==> config.mk <==
export PLATFORM = sky130hd
export DESIGN_NAME = booth_mul_arbiter
export DESIGN_NICKNAME = d
export VERILOG_FILES = /design/src/rtl/booth_mul_arbiter.sv
export SDC_FILE = /design/constraint.sdc
export NUM_CORES = 1
export LEC_CHECK = 0
export CORE_MARGIN = 2
export CORE_UTILIZATION = 43
export DETAILED_ROUTE_END_ITERATION = 8
export PLACE_DENSITY_LB_ADDON = 0.1
export SYNTH_ARGS = -nofsm -noshare
export SYNTH_HDL_FRONTEND = slang
export SYNTH_SLANG_ARGS = --single-unit
==> constraint.sdc <==
create_clock -name clk -period 2.3 [get_ports clk]
set_input_delay 0.23 -clock clk [delete_from_list [all_inputs] [get_ports clk]]
set_output_delay 0.23 -clock clk [all_outputs]
set_load 0.02 [all_outputs]
==> src/rtl/booth_mul_arbiter.sv <==
// Two-port round-robin front end for a shared sequential Booth multiplier.
// One request is accepted at a time, launched with a single start strobe,
// and its product is returned on the granted port. A cycle counter aborts
// an operation whose multiplier never finishes, returning zero and
// raising a sticky timeout flag.
//
// state     | meaning
// ----------+-----------------------------------------------------------
// S_IDLE    | waiting for a request; ready offered to the arbitration winner
// S_LAUNCH  | operands latched, mul_start asserted for this single cycle
// S_WAIT_BUSY | waiting for the multiplier to raise busy
// S_RUN     | multiplier computing; product captured when busy drops
// S_DONE    | response pulse on the granted port
module booth_mul_arbiter #(
   parameter int TIMEOUT = 31
) (
   input  logic        clk,
   input  logic        rst_n,
   input  logic        req0_valid,
   input  logic [7:0]  req0_a,
   input  logic [7:0]  req0_b,
   output logic        req0_ready,
   input  logic        req1_valid,
   input  logic [7:0]  req1_a,
   input  logic [7:0]  req1_b,
   output logic        req1_ready,
   output logic        rsp0_valid,
   output logic [15:0] rsp0_result,
   output logic        rsp1_valid,
   output logic [15:0] rsp1_result,
   output logic        mul_start,
   output logic [7:0]  mul_num1,
   output logic [7:0]  mul_num2,
   input  logic [15:0] mul_result,
   input  logic        mul_busy,
   output logic        timeout_err
);

   localparam int CW = (TIMEOUT < 2) ? 1 : $clog2(TIMEOUT + 1);
   localparam logic [CW-1:0] CNT_MAX = CW'(TIMEOUT);

   typedef enum logic [2:0] {
      S_IDLE,
      S_LAUNCH,
      S_WAIT_BUSY,
      S_RUN,
      S_DONE
   } state_t;

   state_t        state_q, state_d;
   logic          last_grant_q, last_grant_d;
   logic          port_q, port_d;
   logic [7:0]    a_q, a_d;
   logic [7:0]    b_q, b_d;
   logic [CW-1:0] cnt_q, cnt_d;
   logic          mul_start_q, mul_start_d;
   logic          rsp0_valid_q, rsp0_valid_d;
   logic          rsp1_valid_q, rsp1_valid_d;
   logic [15:0]   rsp0_result_q, rsp0_result_d;
   logic [15:0]   rsp1_result_q, rsp1_result_d;
   logic          err_q, err_d;

   logic          grant0, grant1;
   logic          hs0, hs1;
   logic          finish;
   logic [15:0]   finish_val;

   // Round-robin grant: a lone requester always wins; under contention the
   // port not served last wins. Ready is withheld while reset is asserted.
   always_comb begin
      grant0     = req0_valid & (~req1_valid | last_grant_q);
      grant1     = req1_valid & (~req0_valid | ~last_grant_q);
      req0_ready = rst_n & (state_q == S_IDLE) & grant0;
      req1_ready = rst_n & (state_q == S_IDLE) & grant1;
      hs0        = req0_valid & req0_ready;
      hs1        = req1_valid & req1_ready;
   end

   // Next-state and next-output computation for the sequencing FSM.
   always_comb begin
      state_d       = state_q;
      last_grant_d  = last_grant_q;
      port_d        = port_q;
      a_d           = a_q;
      b_d           = b_q;
      cnt_d         = cnt_q;
      mul_start_d   = 1'b0;
      rsp0_valid_d  = 1'b0;
      rsp1_valid_d  = 1'b0;
      rsp0_result_d = rsp0_result_q;
      rsp1_result_d = rsp1_result_q;
      err_d         = err_q;
      finish        = 1'b0;
      finish_val    = 16'h0000;

      unique case (state_q)
         S_IDLE: begin
            if (hs0) begin
               a_d          = req0_a;
               b_d          = req0_b;
               port_d       = 1'b0;
               last_grant_d = 1'b0;
            end else if (hs1) begin
               a_d          = req1_a;
               b_d          = req1_b;
               port_d       = 1'b1;
               last_grant_d = 1'b1;
            end
            if (hs0 || hs1) begin
               state_d     = S_LAUNCH;
               mul_start_d = 1'b1;
               cnt_d       = '0;
            end
         end
         S_LAUNCH: begin
            state_d = S_WAIT_BUSY;
         end
         S_WAIT_BUSY: begin
            if (cnt_q == CNT_MAX) begin
               finish = 1'b1;
               err_d  = 1'b1;
            end else begin
               cnt_d = cnt_q + CW'(1);
               if (mul_busy) begin
                  state_d = S_RUN;
               end
            end
         end
         S_RUN: begin
            // A finished product wins over a timeout landing on the same cycle.
            if (!mul_busy) begin
               finish     = 1'b1;
               finish_val = mul_result;
            end else if (cnt_q == CNT_MAX) begin
               finish = 1'b1;
               err_d  = 1'b1;
            end else begin
               cnt_d = cnt_q + CW'(1);
            end
         end
         S_DONE: begin
            state_d = S_IDLE;
         end
         default: begin
            state_d = S_IDLE;
         end
      endcase

      if (finish) begin
         state_d = S_DONE;
         if (port_q) begin
            rsp1_valid_d  = 1'b1;
            rsp1_result_d = finish_val;
         end else begin
            rsp0_valid_d  = 1'b1;
            rsp0_result_d = finish_val;
         end
      end
   end

   // State and registered outputs; synchronous active-low reset.
   always_ff @(posedge clk) begin
      if (!rst_n) begin
         state_q       <= S_IDLE;
         last_grant_q  <= 1'b1;
         port_q        <= 1'b0;
         a_q           <= 8'h00;
         b_q           <= 8'h00;
         cnt_q         <= '0;
         mul_start_q   <= 1'b0;
         rsp0_valid_q  <= 1'b0;
         rsp1_valid_q  <= 1'b0;
         rsp0_result_q <= 16'h0000;
         rsp1_result_q <= 16'h0000;
         err_q         <= 1'b0;
      end else begin
         state_q       <= state_d;
         last_grant_q  <= last_grant_d;
         port_q        <= port_d;
         a_q           <= a_d;
         b_q           <= b_d;
         cnt_q         <= cnt_d;
         mul_start_q   <= mul_start_d;
         rsp0_valid_q  <= rsp0_valid_d;
         rsp1_valid_q  <= rsp1_valid_d;
         rsp0_result_q <= rsp0_result_d;
         rsp1_result_q <= rsp1_result_d;
         err_q         <= err_d;
      end
   end

   assign mul_start   = mul_start_q;
   assign mul_num1    = a_q;
   assign mul_num2    = b_q;
   assign rsp0_valid  = rsp0_valid_q;
   assign rsp1_valid  = rsp1_valid_q;
   assign rsp0_result = rsp0_result_q;
   assign rsp1_result = rsp1_result_q;
   assign timeout_err = err_q;

endmodule

==> results of run 1 <==
==> area by class of cell <==
class | count | area, µm² | share of cell area, %
clock buffer | 12 | 165 | 4.18
multi-input combinational | 207 | 1270 | 32.2
timing repair buffer | 114 | 1120 | 28.4
inverter | 4 | 15.0 | 0.380
clock inverter | 3 | 42.5 | 1.08
tap | 75 | 93.8 | 2.37
sequential | 62 | 1240 | 31.4
==> worst min path at each step <==
stage	end	cells past startpoint	from
after floorplan	rsp0_result[10]$_SDFFE_PN0P_	2	mul_result[10]
after global placement	rsp0_result[10]$_SDFFE_PN0P_	2	rsp0_result[10]$_SDFFE_PN0P_
after detailed placement	rsp0_result[13]$_SDFFE_PN0P_	2	rsp0_result[13]$_SDFFE_PN0P_
after CTS	rsp0_result[13]$_SDFFE_PN0P_	2	rsp0_result[13]$_SDFFE_PN0P_
after global routing	rsp0_result[0]$_SDFFE_PN0P_	2	rsp0_result[0]$_SDFFE_PN0P_
final	rsp0_result[2]$_SDFFE_PN0P_	2	rsp0_result[2]$_SDFFE_PN0P_
==> state kept, by name (all words and copies together), names as in the netlist <==
| signal | cells |
|---|---|
| mul_start | 1 |
| rsp0_result | 16 |
| mul_num1 | 8 |
| port_q | 1 |
| rsp0_valid | 1 |
| cnt_q | 5 |
| rsp1_valid | 1 |
| last_grant_q | 1 |
| state_q | 3 |
| timeout_err | 1 |
| mul_num2 | 8 |
| rsp1_result | 16 |
==> kinds of logic (layout without fill, tap and decap cells) <==
| group | count (synthesis) | in the layout | share of synthesized area (%) |
|---|---|---|---|
| buffers and inverters | 24 | 133 | 6.31 |
| adders and majority gates | 3 | 3 | 1.40 |
| AOI/OAI and AO/OA | 65 | 65 | 16.5 |
| and+or+nand+nor | 123 | 123 | 23.5 |
| DFF | 62 | 62 | 46.3 |
| muxes | 16 | 16 | 5.98 |
==> layout by cell type (no fill, tap or decap), drive strengths merged, types with 2 or more instances in the layout <==
master         synthesis  layout
inv                    4       4
nor4                   3       3
nand3                 35      35
mux2i                 16      16
o21ai                  2       2
a21oi                 35      35
nand2b                 6       6
dfxtp                 62      62
buf                   15       8
ha                     3       3
nand2                 42      42
nand4                  2       2
clkdlybuf4s50          0     106
a221oi                 2       2
clkbuf                 4      12
nand3b                 3       3
nor3                   4       4
a211oi                16      16
a21o                   2       2
nor2                  23      23
==> worst max-delay path, cell delays in order (launching register included) <==
cell and delay, ns:
dfxtp_1 0.42, nor3_4 0.23, nand2_1 0.10, nor3b_1 0.19
clkdlybuf4s50_1 0.65
==> metal layers <==
layer	vias to the layer above	global-route usage (%)	routed length [µm]	share of wire (%)
met1	1100	23.0	2880	45
met3	8	6.46	495	7.7
met5	-	0	0	0
met2	77	29.0	2970	46
li1	1242	-	-	-
met4	0	8.49	109	1.7
==> power by group <==
part / switching [mW] / total [mW] / internal, mW
logic: 0.369 / 0.712 / 0.343
clock network: 0.409 / 0.990 / 0.581
registers: 0.0730 / 1.22 / 1.15
==> per-stage QoR <==
| step | total power, mW | utilization [%] | hold WS, ns | worst slack, ns | instance area (µm²) |
|---|---|---|---|---|---|
| 2_1_floorplan | 1.68 | - | 0.378 | 0.393 | 2680 |
| 3_3_place_gp | 1.94 | 62.8 | 0.442 | 0.286 | 3740 |
| 3_5_place_dp | 1.95 | 62.8 | 0.446 | 0.259 | 3740 |
| 4_1_cts | 2.95 | 66.4 | 0.456 | 0.125 | 3950 |
| 5_1_grt | 3.05 | 66.4 | 0.475 | 0.0258 | 3950 |
| 6_report | 2.92 | 66.4 | 0.453 | 0.149 | 3950 |
==> repair_timing <==
item	CTS	global route
buffers inserted	1	0
setup endpoints to repair	1	0
hold buffers	0	0
==> results.py, run 1 <==
metrics = {
    "run_status": {
        "status": "complete, no violations",
    },
    "sta": {
        "min_period_over_period_pct": 93.5,
        "hold_violations": 0,
        "tns_ns": 0,
        "fmax_ghz": 0.465,
        "worst_pin_slew_ns": 0.599,
        "min_period_ns": 2.15,
        "relSlewSlack_pct": 60.1,
        "slew_viol_final": 0,
        "finalSetupViolCount": 0,
        "rsz0062_at_grt": "no",
        "fin_skew_ns": 0.00448,
    },
    "place": {
        "dp_hpwl_mm": 4.59,
        "gp_congestion": 0.777,
        "dp_cells": 461,
        "io_buffers": 106,
    },
    "floorplan": {
        "ios": 107,
        "die_h_um": 82.9,
        "start_util_pct": 45.0,
        "die_x_um": 82.9,
        "num_rows": 28,
        "core_um2": 5960,
        "die_area_um2": 6880,
    },
    "grt": {
        "grt_remaining_overflow": 0,
        "grt_pass1_wl_mm": 10.5,
        "grt_pass1_vias": 2222,
        "globalRouteTotalUtil_pct": 18.6,
        "grt_max_degree": 55,
        "antenna_found_initial": 0,
    },
    "cts": {
        "clock_sinks": 62,
        "clock_latency_ns": 0.34,
        "clkSlewWorstSetupHoldPaths_ns": 0.07,
        "numCtsBuffers": 9,
        "htreeDepth": 3,
        "clockBufferDepth": 2,
        "cts_tree": "yes",
        "post_cts_resized": 0,
        "root_buffer": "clkbuf_8",
    },
    "finish": {
        "antenna_cells": 0,
        "syn_to_final_growth_pct": 47.6,
        "nets": 454,
        "fill_cells": 508,
        "drive_gt1_share_pct": 10.2,
        "final_cells": 477,
    },
    "synth": {
        "synth_flop_cell": "dfxtp_1",
        "yosysTopAreaCell": "dfxtp_1",
        "syn-mean-instance-area_um2": 9.14,
        "ys_ff_latch": 62,
        "synth_edf_count": 0,
        "synth_most_common_cell": "dfxtp_1",
        "ys_types": 44,
        "synthTopCellsByCount": "62 x dfxtp_1, 41 x nand2_1, 35 x nand3_1",
        "synth_top_area_share_pct": 46.3,
        "syn_nets": 349,
        "syn_area_um2": 2680,
        "yosysWarnings": 0,
        "seq_area_frac_synth_pct": 46.3,
        "synth_area_leaders": "dfxtp_1 46%, nand3_1 6.5%, a21oi_1 6.2%",
        "syn_inst": 293,
        "async_reset_ff_share_pct": 0,
    },
    "detailed_routing": {
        "drt-pass1-iter-count": 4,
        "wl_mm": 6.45,
        "vias_per_cell": 5.09,
        "route.detailed.drc": 0,
        "wl_per_cell_um": 13.5,
        "first_iter_violations": 72,
        "num_vias": 2427,
        "ant_nets": 0,
    },
    "pwr": {
        "p_leak_nw": 1.42,
        "power.density_nw_per_um2": 740,
        "ir_drop_v": 0.000512,
    },
    "worst_setup_path": {
        "crit_start": "state_q[1]$_SDFFE_PP0P_",
        "rr_worst_depth": 7,
        "critPathMaxFanout": 8,
        "r2r_end": "cnt_q[3]$_SDFFE_PN0P_",
        "ff2ff_setup_slack_ns": 0.24,
        "start_kind": "register",
        "crit_required_ns": 2.07,
        "cp-end-kind": "output port",
        "r2r-start": "cnt_q[0]$_SDFFE_PN0P_",
        "endpoint": "req1_ready",
        "arrival_ns": 1.92,
        "path_class": "reg2out",
    },
    "run": {
        "drv_cap": 0,
    },
    "hold_path": {
        "hp-class": "reg2reg",
    },
}
Note: power is estimated with default switching activity, not from simulation.
==> run 2: changes to the inputs <==
--- a/config.mk
+++ b/config.mk
@@ -8,7 +8,9 @@
 export CORE_MARGIN = 2
 export CORE_UTILIZATION = 43
 export DETAILED_ROUTE_END_ITERATION = 8
+export GPL_TIMING_DRIVEN = 0
 export PLACE_DENSITY_LB_ADDON = 0.1
+export REMOVE_ABC_BUFFERS = 1
 export SYNTH_ARGS = -nofsm -noshare
 export SYNTH_HDL_FRONTEND = slang
 export SYNTH_SLANG_ARGS = --single-unit
==> run 2 against run 1 <==
Critical path depth unchanged. Wire length up 0.87%. Clock power down 11%. Non-clock buffer count down 3. Clock skew up 0.0038 ns. Flip-flop and latch count unchanged. Die area unchanged. Register-to-register slack about the same. Total power down 3.6%. Critical path type unchanged.
==> results.py, run 2 (synthesis results as in run 1) <==
metrics = {
    "grt": {
        "grt_max_degree": 56,
        "grt_pass1_wl_mm": 10.4,
        "grt_busiest_layer": "met2",
        "use_met3_pct": 5.57,
        "gr-usage-met2_pct": 30.4,
        "met1_usage_pct": 22.4,
        "grt_pass1_vias": 2258,
        "grt_remaining_overflow": 0,
        "antenna_found_initial": 0,
        "globalRouteTotalUtil_pct": 18.3,
    },
    "finish": {
        "fin_util_pct": 66.5,
        "fill_cells": 539,
        "layout_common_cells": "105 x clkdlybuf4s50_1, 62 x dfxtp_1, 41 x nand2_1",
        "drive_gt1_share_pct": 9.07,
        "syn_to_final_growth_pct": 47.8,
        "antenna_cells": 0,
        "multi_input_comb_area_um2": 1280,
        "final_common_cell": "clkdlybuf4s50_1",
        "area.sequential_um2": 1240,
        "nets": 451,
    },
    "worst_setup_path": {
        "cp-end-kind": "output port",
        "ff2ff_setup_slack_ns": 0.24,
        "arrival_ns": 1.93,
        "crit_required_ns": 2.07,
        "critPathMaxFanout": 8,
        "path_class": "reg2out",
        "start_kind": "register",
    },
    "run": {
        "drv_cap": 0,
    },
    "sta": {
        "hold_violations": 0,
        "tns_ns": 0,
        "relSlewSlack_pct": 63.1,
        "min_period_ns": 2.16,
        "rsz0062_at_grt": "no",
        "slew_viol_final": 0,
        "setup_slack_ns": 0.141,
        "finalSetupViolCount": 0,
        "worst_pin_slew_ns": 0.553,
        "fmax_ghz": 0.463,
        "fin_skew_ns": 0.00824,
        "min_period_over_period_pct": 93.9,
    },
    "cts": {
        "clkSlewWorstSetupHoldPaths_ns": 0.06,
        "clock_sinks": 62,
        "htreeDepth": 3,
        "root_buffer": "clkbuf_8",
        "clock_latency_ns": 0.33,
        "cts_tree": "yes",
        "numCtsBuffers": 9,
        "clockBufferDepth": 2,
    },
    "detailed_routing": {
        "first_iter_violations": 101,
        "wl_per_cell_um": 13.8,
        "wl_mm": 6.51,
        "route.detailed.drc": 0,
        "num_vias": 2483,
        "drt-pass1-iter-count": 4,
        "vias_per_cell": 5.26,
        "ant_nets": 0,
    },
    "floorplan": {
        "ios": 107,
        "die_h_um": 82.9,
        "start_util_pct": 45.0,
        "core_um2": 5960,
        "die_x_um": 82.9,
        "num_rows": 28,
        "die_area_um2": 6880,
    },
    "pwr": {
        "power.density_nw_per_um2": 712,
        "p_leak_nw": 1.41,
        "ir_drop_v": 0.000423,
    },
    "hold_path": {
        "hp-class": "reg2reg",
    },
    "run_status": {
        "status": "complete, no violations",
    },
    "place": {
        "dp_hpwl_mm": 4.48,
        "dp_slack_ns": -0.333,
        "io_buffers": 106,
        "gp_congestion": 0.846,
    },
}
[run 2: changes by cell type in the layout (fill, tap and decap cells not counted), sizes merged]
cell           previous run  this run
clkinvlp                  1         0
clkbuf                   12        11
dlygate4sd2               0         1
buf                       8         5
clkdlybuf4s50           106       105
[run 2: area by class of cell]
class	count	area share [%]
clock buffer	11	3.57
clock inverter	2	0.885
inverter	4	0.506
multi-input combinational	207	32.3
sequential	62	31.4
tap	75	2.37
timing repair buffer	111	29.0
[run 2: what timing repair did]
| action | in CTS | in global routing |
|---|---|---|
| setup endpoints to repair | 33 | 28 |
| pin swaps | 0 | 1 |
| endpoints found under the hold margin | 0 | 0 |
| hold buffers | 0 | 0 |
| resized for setup | 3 | 1 |
| buffers inserted | 2 | 1 |
| gates cloned | 0 | 0 |
[run 2: power breakdown]
part / switching (mW) / total [mW] / internal, mW
logic: 0.373 / 0.719 / 0.347
clock network: 0.371 / 0.881 / 0.510
registers: 0.0708 / 1.22 / 1.15
total: 0.814 / 2.82 / 2.01
[run 2: final timing paths]
| path | startpoint | end | cells past startpoint |
|---|---|---|---|
| setup / recovery | state_q[1]$_SDFFE_PP0P_ | req1_ready | 4 |
| setup reg to reg | cnt_q[0]$_SDFFE_PN0P_ | rsp0_result[8]$_SDFFE_PN0P_ | 8 |
| hold / removal | rsp0_result[15]$_SDFFE_PN0P_ | rsp0_result[15]$_SDFFE_PN0P_ | 2 |
| hold reg to reg | rsp0_result[15]$_SDFFE_PN0P_ | rsp0_result[15]$_SDFFE_PN0P_ | 2 |
[run 2: per-stage QoR]
step | instances | hold WS, ns | power (mW) | area [µm²]
finish | 472 | 0.455 | 2.82 | 3960
global route | 472 | 0.466 | 2.96 | 3960
CTS | 471 | 0.455 | 2.84 | 3950
detailed placement | 456 | 0.446 | 1.94 | 3730
global placement | 454 | 0.441 | 1.92 | 3680
floorplan | 273 | 0.319 | 1.64 | 2520
[run 2: per-layer routing]
| metal | up-vias | part of all wire [%] |
|---|---|---|
| li1 | 1235 | - |
| met1 | 1147 | 44 |
| met2 | 93 | 47 |
| met3 | 8 | 7.7 |
| met4 | 0 | 1.2 |
| met5 | - | 0 |
[run 2: worst max-delay path, cell delays in order (launching register included)]
cell             delay [ns]
dfxtp_1                0.42
nor3_4                 0.27
nand2_1                0.10
nor3b_1                0.19
clkdlybuf4s50_1        0.63
==> run 3: changes to the inputs <==
--- a/config.mk
+++ b/config.mk
@@ -5,6 +5,7 @@
 export SDC_FILE = /design/constraint.sdc
 export NUM_CORES = 1
 export LEC_CHECK = 0
+export CORE_ASPECT_RATIO = 1.4
 export CORE_MARGIN = 2
 export CORE_UTILIZATION = 43
 export DETAILED_ROUTE_END_ITERATION = 8
==> run 3 against run 2 <==
Non-clock buffer count rose by 2. Clock power rose by 17%. Wire length is 0.77% higher. Critical path depth did not move. First-iteration DRC count rose by 47%. Setup slack worse by 0.023 ns. Sequential share of layout area is 0.28 points lower. Global-route usage is 1.3 points higher. Sequential power about the same. Cell count grew 0.42%. Clock-buffer cell count shrank 1. Total power is 5.9% higher.
==> results.py, run 3 (synthesis results as in run 1) <==
metrics = {
    "grt": {
        "antenna_found_initial": 0,
        "grt_pass1_wl_mm": 10.8,
        "grt_max_degree": 56,
        "grt_pass1_vias": 2347,
        "globalRouteTotalUtil_pct": 19.6,
        "grt_remaining_overflow": 0,
    },
    "finish": {
        "syn_to_final_growth_pct": 49.1,
        "drive_gt1_share_pct": 9.95,
        "nets": 453,
        "fin_util_pct": 65.2,
        "layout_common_cells": "104 x clkdlybuf4s50_1, 62 x dfxtp_1, 41 x nand2_1",
        "final_common_cell": "clkdlybuf4s50_1",
        "antenna_cells": 0,
        "fill_cells": 550,
        "final_cells": 474,
    },
    "cts": {
        "hold_buffers": 0,
        "clock_sinks": 62,
        "htreeDepth": 3,
        "cts_tree": "yes",
        "numCtsBuffers": 9,
        "clockBufferDepth": 2,
        "clock_latency_ns": 0.34,
        "root_buffer": "clkbuf_8",
        "clkSlewWorstSetupHoldPaths_ns": 0.07,
    },
    "sta": {
        "fmax_ghz": 0.458,
        "worst_pin_slew_ns": 0.672,
        "hold_violations": 0,
        "min_period_ns": 2.18,
        "rsz0062_at_grt": "yes",
        "slew_viol_final": 0,
        "fin_skew_ns": 0.00686,
        "relSlewSlack_pct": 55.1,
        "min_period_over_period_pct": 94.9,
        "tns_ns": 0,
        "finalSetupViolCount": 0,
        "whs_ns": 0.454,
    },
    "worst_setup_path": {
        "slowest_delay_ns": 0.61,
        "rr_worst_depth": 4,
        "path_cells": "nor2b_1, nand4_2, nand2_1, a21oi_2",
        "critPathTopFamily": "simple AND/OR/NAND/NOR gates",
        "path_class": "reg2reg",
        "critPathSlowestCell": "nor2b_1",
        "crit_required_ns": 2.52,
        "worstSetupPathDepth": 4,
        "cp-end-kind": "register",
        "start_kind": "register",
        "arrival_ns": 2.40,
        "cp_num_buf_inv": 0,
        "critPathMaxFanout": 16,
    },
    "hold_path": {
        "hold_depth": 2,
        "hp-class": "reg2reg",
    },
    "detailed_routing": {
        "drt-pass1-iter-count": 4,
        "routed-wl-met3_um": 405,
        "wl_per_cell_um": 13.8,
        "num_vias": 2473,
        "wl_met1_mm": 2.73,
        "first_iter_violations": 148,
        "ant_nets": 0,
        "met2_length_mm": 3.31,
        "vias_per_cell": 5.22,
        "routed.top_layer": "met4",
        "route.detailed.drc": 0,
        "wl_mm": 6.56,
    },
    "floorplan": {
        "start_util_pct": 43.7,
        "die_h_um": 97.4,
        "ios": 107,
        "die_x_um": 70.7,
        "core_um2": 6130,
        "die_area_um2": 6890,
        "num_rows": 34,
    },
    "pwr": {
        "ir_drop_v": 0.000571,
        "p_total_mw": 2.99,
        "p_leak_nw": 1.45,
        "power.density_nw_per_um2": 748,
    },
    "run": {
        "drv_cap": 0,
    },
    "place": {
        "io_buffers": 106,
        "gp_congestion": 0.777,
        "dp_hpwl_mm": 4.52,
        "dp_cells": 453,
    },
    "run_status": {
        "status": "complete, no violations",
    },
}
-- run 3: worst paths after layout --
check                                from                           end  slack (ns)
max reg2reg       state_q[1]$_SDFFE_PP0P_   rsp1_result[9]$_SDFFE_PN0P_        0.12
min reg2reg  rsp1_result[12]$_SDFFE_PN0P_  rsp1_result[12]$_SDFFE_PN0P_        0.45
max               state_q[1]$_SDFFE_PP0P_   rsp1_result[9]$_SDFFE_PN0P_        0.12
min          rsp1_result[12]$_SDFFE_PN0P_  rsp1_result[12]$_SDFFE_PN0P_        0.45
-- run 3: routing by layer --
layer / track usage, % / vias up
met4: 8.71 / 0
met3: 5.60 / 10
li1: - / 1247
met5: 0 / -
met1: 22.5 / 1130
met2: 33.4 / 86
-- run 3: area by class of cell --
| type | instances | area (µm²) | share of cell area [%] |
|---|---|---|---|
| inverters | 4 | 20.0 | 0.501 |
| flip-flops and latches | 62 | 1240 | 31.1 |
| well taps | 72 | 90.1 | 2.25 |
| clock inverters | 6 | 86.3 | 2.16 |
| clock buffers | 10 | 128 | 3.19 |
| multi-input cells | 207 | 1270 | 31.9 |
| repair buffers | 113 | 1150 | 28.9 |
-- run 3: worst register-to-register path: stages, from the launching register on --
cell and delay (ns):
dfxtp_1 0.54, nor2b_1 0.61, nand4_2 0.59, nand2_1 0.25, a21oi_2 0.07
-- run 3: what timing repair did --
item	in CTS	in global routing
gates resized for setup	3	1
pin swaps	2	1
endpoints found under the setup margin	33	25
setup buffers	2	3
-- run 3: power by group --
part	internal (mW)	switching, mW	total [mW]	leakage (nW)
clock network	0.608	0.425	1.03	0.106
logic	0.360	0.374	0.734	0.839
registers	1.15	0.0711	1.22	0.504
total	2.12	0.871	2.99	1.45
-- run 3: stage by stage --
stage | area [µm²] | worst slack (ns)
after floorplan | 2520 | -0.351
after CTS | 3970 | -0.0901
after global routing | 4000 | -0.0460
after detailed placement | 3710 | -0.384
after global placement | 3680 | -1.72
final | 4000 | 0.118
